<file path="src/rtl/radar_sig_gen_pkg.sv">
// Shared constants and helpers for the marine-radar signal generator:
// noise LFSR stepping and the saturating video-floor adder.
package radar_sig_gen_pkg;

    localparam int              VID_W     = 12;
    localparam logic [15:0]     LFSR_TAPS = 16'hB400;   // x^16 + x^14 + x^13 + x^11
    localparam logic [VID_W-1:0] VID_MAX  = 12'hFFF;

    function automatic logic [15:0] lfsr_step(input logic [15:0] state);
        logic [15:0] shifted;
        shifted = {1'b0, state[15:1]};
        if (state[0]) begin
            lfsr_step = shifted ^ LFSR_TAPS;
        end else begin
            lfsr_step = shifted;
        end
    endfunction

    function automatic logic [VID_W-1:0] sat_add_noise(input logic [VID_W-1:0] base,
                                                       input logic [3:0]       noise);
        logic [VID_W:0] sum;
        sum = {1'b0, base} + {9'b0_0000_0000, noise};
        if (sum[VID_W]) begin
            sat_add_noise = VID_MAX;
        end else begin
            sat_add_noise = sum[VID_W-1:0];
        end
    endfunction

endpackage

</file>
<file path="src/rtl/radar_sig_gen_pulse_timer.sv">
// Free-running period counter with settings latched at each period start;
// provides the clipped pulse condition and period start/wrap indications.
module radar_sig_gen_pulse_timer
    import radar_sig_gen_pkg::*;
#(
    parameter int CW = 24
) (
    input  logic          clock,
    input  logic          reset,
    input  logic          enable,
    input  logic [CW-1:0] period,
    input  logic [CW-1:0] width,
    output logic [CW-1:0] cnt,
    output logic          at_zero,
    output logic          valid,
    output logic          start,
    output logic          wrap,
    output logic          pulse
);

    logic [CW-1:0] cnt_r;
    logic [CW-1:0] p_l_r;
    logic [CW-1:0] w_l_r;
    logic [CW-1:0] p_eff_s;
    logic [CW-1:0] w_eff_s;
    logic [CW-1:0] p_last_s;
    logic [CW-1:0] lim_s;

    assign cnt = cnt_r;

    // Effective settings: at count zero the port values are used directly.
    always_comb begin
        at_zero  = (cnt_r == {CW{1'b0}});
        p_eff_s  = p_l_r;
        w_eff_s  = w_l_r;
        if (at_zero) begin
            p_eff_s = period;
            w_eff_s = width;
        end else begin
            p_eff_s = p_l_r;
            w_eff_s = w_l_r;
        end
        p_last_s = p_eff_s - {{(CW-1){1'b0}}, 1'b1};
        valid    = enable & (p_eff_s >= CW'(2));
        // Clip the width so every period keeps at least one low tick.
        if (w_eff_s < p_last_s) begin
            lim_s = w_eff_s;
        end else begin
            lim_s = p_last_s;
        end
        pulse = valid & (cnt_r < lim_s);
        start = valid & at_zero;
        wrap  = valid & (cnt_r == p_last_s);
    end

    // Counter and latched period/width.
    always_ff @(posedge clock) begin
        if (reset) begin
            cnt_r <= {CW{1'b0}};
            p_l_r <= {CW{1'b0}};
            w_l_r <= {CW{1'b0}};
        end else if (!enable) begin
            cnt_r <= {CW{1'b0}};
        end else begin
            if (at_zero) begin
                p_l_r <= period;
                w_l_r <= width;
            end
            if (wrap || !valid) begin
                cnt_r <= {CW{1'b0}};
            end else begin
                cnt_r <= cnt_r + {{(CW-1){1'b0}}, 1'b1};
            end
        end
    end

endmodule

</file>
<file path="src/rtl/radar_sig_gen.sv">
// Marine-radar test signal generator: trigger, ACP/ARP azimuth pulses and
// synthetic video with one echo window over an LFSR noise floor.
module radar_sig_gen
    import radar_sig_gen_pkg::*;
#(
    parameter int          CW        = 24,
    parameter logic [15:0] LFSR_SEED = 16'hACE1
) (
    input  logic          clock,
    input  logic          reset,
    input  logic          enable,
    input  logic [CW-1:0] trig_period,
    input  logic [CW-1:0] trig_width,
    input  logic [11:0]   trig_level,
    input  logic [CW-1:0] acp_period,
    input  logic [CW-1:0] acp_width,
    input  logic [15:0]   acps_per_arp,
    input  logic [CW-1:0] echo_delay,
    input  logic [CW-1:0] echo_len,
    input  logic [11:0]   echo_amp,
    input  logic [11:0]   vid_floor,
    output logic          trig_out,
    output logic [11:0]   trig_analog,
    output logic          trig_strobe,
    output logic          acp_out,
    output logic          arp_out,
    output logic [11:0]   video_out,
    output logic [31:0]   n_trigs_gen
);

    logic [CW-1:0] t_cnt_s;
    logic          t_zero_s;
    logic          t_valid_s;
    logic          t_start_s;
    logic          t_pulse_s;
    logic          t_wrap_unused_s;
    logic [CW-1:0] a_cnt_unused_s;
    logic          a_zero_unused_s;
    logic          a_valid_unused_s;
    logic          a_start_unused_s;
    logic          a_wrap_s;
    logic          a_pulse_s;

    logic [CW-1:0] ed_l_r;
    logic [CW-1:0] el_l_r;
    logic [CW-1:0] ed_eff_s;
    logic [CW-1:0] el_eff_s;
    logic          in_echo_s;
    logic [15:0]   aidx_r;
    logic [15:0]   aidx_next_s;
    logic [16:0]   aidx_inc_s;
    logic [15:0]   lfsr_r;

    radar_sig_gen_pulse_timer #(.CW(CW)) u_trig_timer (
        .clock   (clock),
        .reset   (reset),
        .enable  (enable),
        .period  (trig_period),
        .width   (trig_width),
        .cnt     (t_cnt_s),
        .at_zero (t_zero_s),
        .valid   (t_valid_s),
        .start   (t_start_s),
        .wrap    (t_wrap_unused_s),
        .pulse   (t_pulse_s)
    );

    radar_sig_gen_pulse_timer #(.CW(CW)) u_acp_timer (
        .clock   (clock),
        .reset   (reset),
        .enable  (enable),
        .period  (acp_period),
        .width   (acp_width),
        .cnt     (a_cnt_unused_s),
        .at_zero (a_zero_unused_s),
        .valid   (a_valid_unused_s),
        .start   (a_start_unused_s),
        .wrap    (a_wrap_s),
        .pulse   (a_pulse_s)
    );

    // Echo window test; the end is computed one bit wider so it never wraps.
    always_comb begin
        ed_eff_s = ed_l_r;
        el_eff_s = el_l_r;
        if (t_zero_s) begin
            ed_eff_s = echo_delay;
            el_eff_s = echo_len;
        end else begin
            ed_eff_s = ed_l_r;
            el_eff_s = el_l_r;
        end
        in_echo_s = t_valid_s
                  & ({1'b0, t_cnt_s} >= {1'b0, ed_eff_s})
                  & ({1'b0, t_cnt_s} <  ({1'b0, ed_eff_s} + {1'b0, el_eff_s}));
    end

    // ACP index; comparing against the live acps_per_arp lets a shrink wrap early.
    always_comb begin
        aidx_inc_s  = {1'b0, aidx_r} + 17'd1;
        aidx_next_s = aidx_r;
        if (!enable) begin
            aidx_next_s = 16'd0;
        end else if (!a_wrap_s) begin
            aidx_next_s = aidx_r;
        end else if (acps_per_arp == 16'd0) begin
            aidx_next_s = 16'd0;
        end else if (aidx_inc_s >= {1'b0, acps_per_arp}) begin
            aidx_next_s = 16'd0;
        end else begin
            aidx_next_s = aidx_inc_s[15:0];
        end
    end

    // Echo settings latch, ACP index and noise LFSR.
    always_ff @(posedge clock) begin
        if (reset) begin
            ed_l_r <= {CW{1'b0}};
            el_l_r <= {CW{1'b0}};
            aidx_r <= 16'd0;
            lfsr_r <= LFSR_SEED;
        end else begin
            if (enable && t_zero_s) begin
                ed_l_r <= echo_delay;
                el_l_r <= echo_len;
            end
            aidx_r <= aidx_next_s;
            if (enable) begin
                lfsr_r <= lfsr_step(lfsr_r);
            end
        end
    end

    // Registered outputs; the trigger count is held while disabled.
    always_ff @(posedge clock) begin
        if (reset) begin
            trig_out    <= 1'b0;
            trig_analog <= 12'd0;
            trig_strobe <= 1'b0;
            acp_out     <= 1'b0;
            arp_out     <= 1'b0;
            video_out   <= 12'd0;
            n_trigs_gen <= 32'd0;
        end else if (!enable) begin
            trig_out    <= 1'b0;
            trig_analog <= 12'd0;
            trig_strobe <= 1'b0;
            acp_out     <= 1'b0;
            arp_out     <= 1'b0;
            video_out   <= 12'd0;
        end else begin
            trig_out    <= t_pulse_s;
            trig_analog <= t_pulse_s ? trig_level : 12'd0;
            trig_strobe <= t_start_s;
            acp_out     <= a_pulse_s;
            arp_out     <= a_pulse_s & (aidx_r == 16'd0) & (acps_per_arp != 16'd0);
            video_out   <= in_echo_s ? echo_amp : sat_add_noise(vid_floor, lfsr_r[3:0]);
            if (t_start_s) begin
                n_trigs_gen <= n_trigs_gen + 32'd1;
            end
        end
    end

endmodule

</file>
<file path="config.mk">
export PLATFORM = sky130hd
export DESIGN_NAME = radar_sig_gen
export DESIGN_NICKNAME = d
export VERILOG_FILES = /design/src/rtl/radar_sig_gen_pkg.sv /design/src/rtl/radar_sig_gen_pulse_timer.sv /design/src/rtl/radar_sig_gen.sv
export SDC_FILE = /design/constraint.sdc
export NUM_CORES = 1
export LEC_CHECK = 0
export ABC_AREA = 1
export CAP_MARGIN = 5
export CORE_MARGIN = 10
export CORE_UTILIZATION = 52
export DETAILED_ROUTE_END_ITERATION = 10
export GPL_TIMING_DRIVEN = 0
export PLACE_DENSITY = 0.78
export SLEW_MARGIN = 20
export SYNTH_ARGS = -nofsm -noshare
export SYNTH_HDL_FRONTEND = slang
export SYNTH_SLANG_ARGS = --single-unit
</file>
<file path="constraint.sdc">
create_clock -name clock -period 6.05 [get_ports clock]
set_input_delay 1.815 -clock clock [delete_from_list [all_inputs] [get_ports clock]]
set_output_delay 1.815 -clock clock [all_outputs]
set_load 0.01 [all_outputs]
</file>
==> metrics <==
status finished clean; worst hold path class reg2reg; register bit total from synthesis 284; CP required 6540 ps; number of global-route vias before repair 22,100; # setup viols final 0; number of max-cap violations 0; commonest cells after routing, fill and taps aside nand2_1 (682), inv_1 (422), nor2_1 (365); Die ar. 49,300 µm²; Initial Util 0.530; first-pass GRT wire length 116,000 µm; PnR worst setup slack 147 ps; clock sink count 284; Hold-fix buffers, CTS 0; Die Wd 222 µm; Top-Level Pins 259; Worst slew margin 0.261; leak pwr 12.6 nW; Core Util, Final 0.685; syn_nets 3,621; placeable core area 40,000 µm²; xor and xnor area share after synthesis 0.0635; highest-delay cell along the critical path ha_1; hold slack 458 ps; final WL 74,000 µm; post-synthesis compound-gate area fraction 0.160; Post-Synth Simple-Gate Area 0.286; worst-path maximum fanout 5; Startpoint Class primary input; antenna violations before repair 1; cell count after synthesis 3,226; Filler cells 3,450; Crit path arrival time 6390 ps; Slew @ Worst Pin 1100 ps; Clock Path Buffers 3; global route overflow 0; wire length per cell 17.8 µm; Post-Syn Area 21,200 µm²; worst clock skew 25.8 ps; H-Tree Depth 2; Syn. warnings 0; share of layout cells above drive strength 1 0.121; sequential share of the synthesized area 0.268; DR iter-0 viols 2,068; Final Power 6.12 mW; CTS tree built; fin. max-slew vios 0; detailed placement HPWL 57,800 µm; final hold vios 0; die height 222 µm; most common cell after layout, fill and taps aside nand2_1; power per cell area 223 nW/µm²; Fin Setup TNS 0 ps; Critical Path Max Stage Delay 350 ps; area grow syn2layout 29.2%; clock-pin slew on the worst setup and hold paths 60 ps; fmax 169 MHz; Via density 5.53; post-route insts no fill 4,146; Period minus WS final 5900 ps; antenna-violating nets left 0; port bufs 256; Layout Nets 3,988; DRC viols 0; mux cell area share after synthesis 0; most frequent CP cell nand2_2; number of flops mapped to enable cells by yosys 0; Adder-Cell Fraction of Synth Area 0.116; Via Count 22,900; clock latency on the worst-skew pair 570 ps; average size of a mapped cell 6.57 µm²; synth unique cells 62; Std-Cell Rows 73; ys async rst share 0; CP Class in2reg; GPL Wtd Cong 0.960; Worst Setup End Kind register; largest net degree at the start of global routing 14; clock buffer count from CTS 35; Root Buffer clkbuf_16; ys flop type dfxtp_1; cell area after layout 27,400 µm²; largest family of logic cells by synthesized area simple AND/OR/NAND/NOR gates; Post-Place Worst Slack -1950 ps; GRT Util Overall 0.284; final worst path period share 0.976; DRT Pass-1 Iters 6; Placed Instances 4,007; Peak VDD IR 0.173 mV; area post-placement 24,400 µm²
==> worst max-delay path: cells and delay by family <==
kind | cells | cell delay (ps)
adders and majority gates | 2 | 590
AOI/OAI and AO/OA | 8 | 1170
xor gates and xnor gates | 1 | 190
and+or+nand+nor | 15 | 1680
buffers and inverters | 6 | 920
==> logic make-up after synthesis <==
logic type / count (synthesis)
AND/OR/NAND/NOR: 1423
AO/OA/AOI/OAI: 608
buffers and inverters: 571
flip-flops: 284
adder cells (fa/ha/maj): 196
XOR/XNOR: 144
==> cell type report <==
| type | instances | area [µm²] | area share |
|---|---|---|---|
| inverter | 456 | 1720 | 0.0627 |
| multi-input combinational | 2371 | 14200 | 0.520 |
| antenna | 1 | 2.50 | 0.0000913 |
| buffer | 112 | 672 | 0.0245 |
| clock inverter | 13 | 211 | 0.00772 |
| sequential | 284 | 5700 | 0.208 |
| tap | 525 | 657 | 0.0240 |
| clock buffer | 51 | 1030 | 0.0374 |
| timing repair buffer | 333 | 3180 | 0.116 |
==> worst paths after layout <==
path	slack (ps)	end	start	cells after the start
worst max register to register	270	trig_analog[9]	u_trig_timer.cnt[7]	37
worst min-delay path	460	lfsr_r[5]	lfsr_r[5]	2
worst max-delay path	150	trig_analog[9]	trig_period[6]	32
worst min register to register	460	lfsr_r[5]	lfsr_r[5]	2
==> sequential cells by signal (all words and copies together) (netlist names), 12 cells and up, named ones only <==
signal,count
n_trigs_gen,32
ed_l_r,24
el_l_r,24
u_acp_timer.cnt,24
u_acp_timer.p_l_r,24
u_acp_timer.w_l_r,24
u_trig_timer.cnt,24
u_trig_timer.w_l_r,24
u_trig_timer.p_l_r,23
aidx_r,16
lfsr_r,16
trig_analog,12
video_out,12
==> power breakdown <==
| part | leakage, nW | internal (mW) | switching [mW] |
|---|---|---|---|
| Sequential | 2.34 | 1.97 | 0.0503 |
| Combinational | 9.61 | 0.734 | 1.06 |
| Clock | 0.605 | 1.40 | 0.897 |
==> synth_stat cells (3+ instances only) <==
library cell,instances,area share
xor2_2,5,0.0038
nand2_2,17,0.0050
nand4_1,49,0.014
nor2_2,25,0.0074
o21ai_0,262,0.062
a21oi_1,208,0.049
ha_1,194,0.11
o221ai_1,4,0.0017
clkbuf_1,87,0.015
xor2_1,110,0.045
nor2_1,390,0.069
dfxtp_1,284,0.27
a21boi_0,4,0.0014
nor3_2,9,0.0042
nor4_1,27,0.0080
inv_1,438,0.078
a31oi_1,3,0.00088
xnor2_1,25,0.010
buf_4,3,0.0011
o211ai_1,23,0.0081
nand2_1,715,0.13
o21a_1,4,0.0014
buf_6,10,0.0053
a211oi_1,55,0.019
nor3b_1,4,0.0014
nand3_2,4,0.0019
buf_2,7,0.0017
xnor3_1,3,0.0032
o21ai_1,19,0.0045
nand3b_1,6,0.0021
buf_1,7,0.0012
nand3_1,102,0.024
nor3_1,55,0.013
nor2_4,6,0.0032
inv_2,16,0.0028
o21ai_2,9,0.0037
==> per-layer routing <==
layer  up-vias  global-route usage  part of all wire  wire length, µm
li1      11200                   -                 -                -
met1     10700               0.382              0.45            33000
met2       871               0.451              0.45            33000
met3       130              0.0548             0.080             5950
met4         0              0.0857             0.027             2020
met5         -                   0                 0                0
==> timing repair <==
item / 4_1_cts / 5_1_grt
buffers inserted: 45 / 31
gates resized for setup: 180 / 164
endpoints found under the setup margin: 27 / 27
pin swaps: 51 / 55
cloned: 1 / 0
No activity file was read; power rests on OpenSTA's default activity.
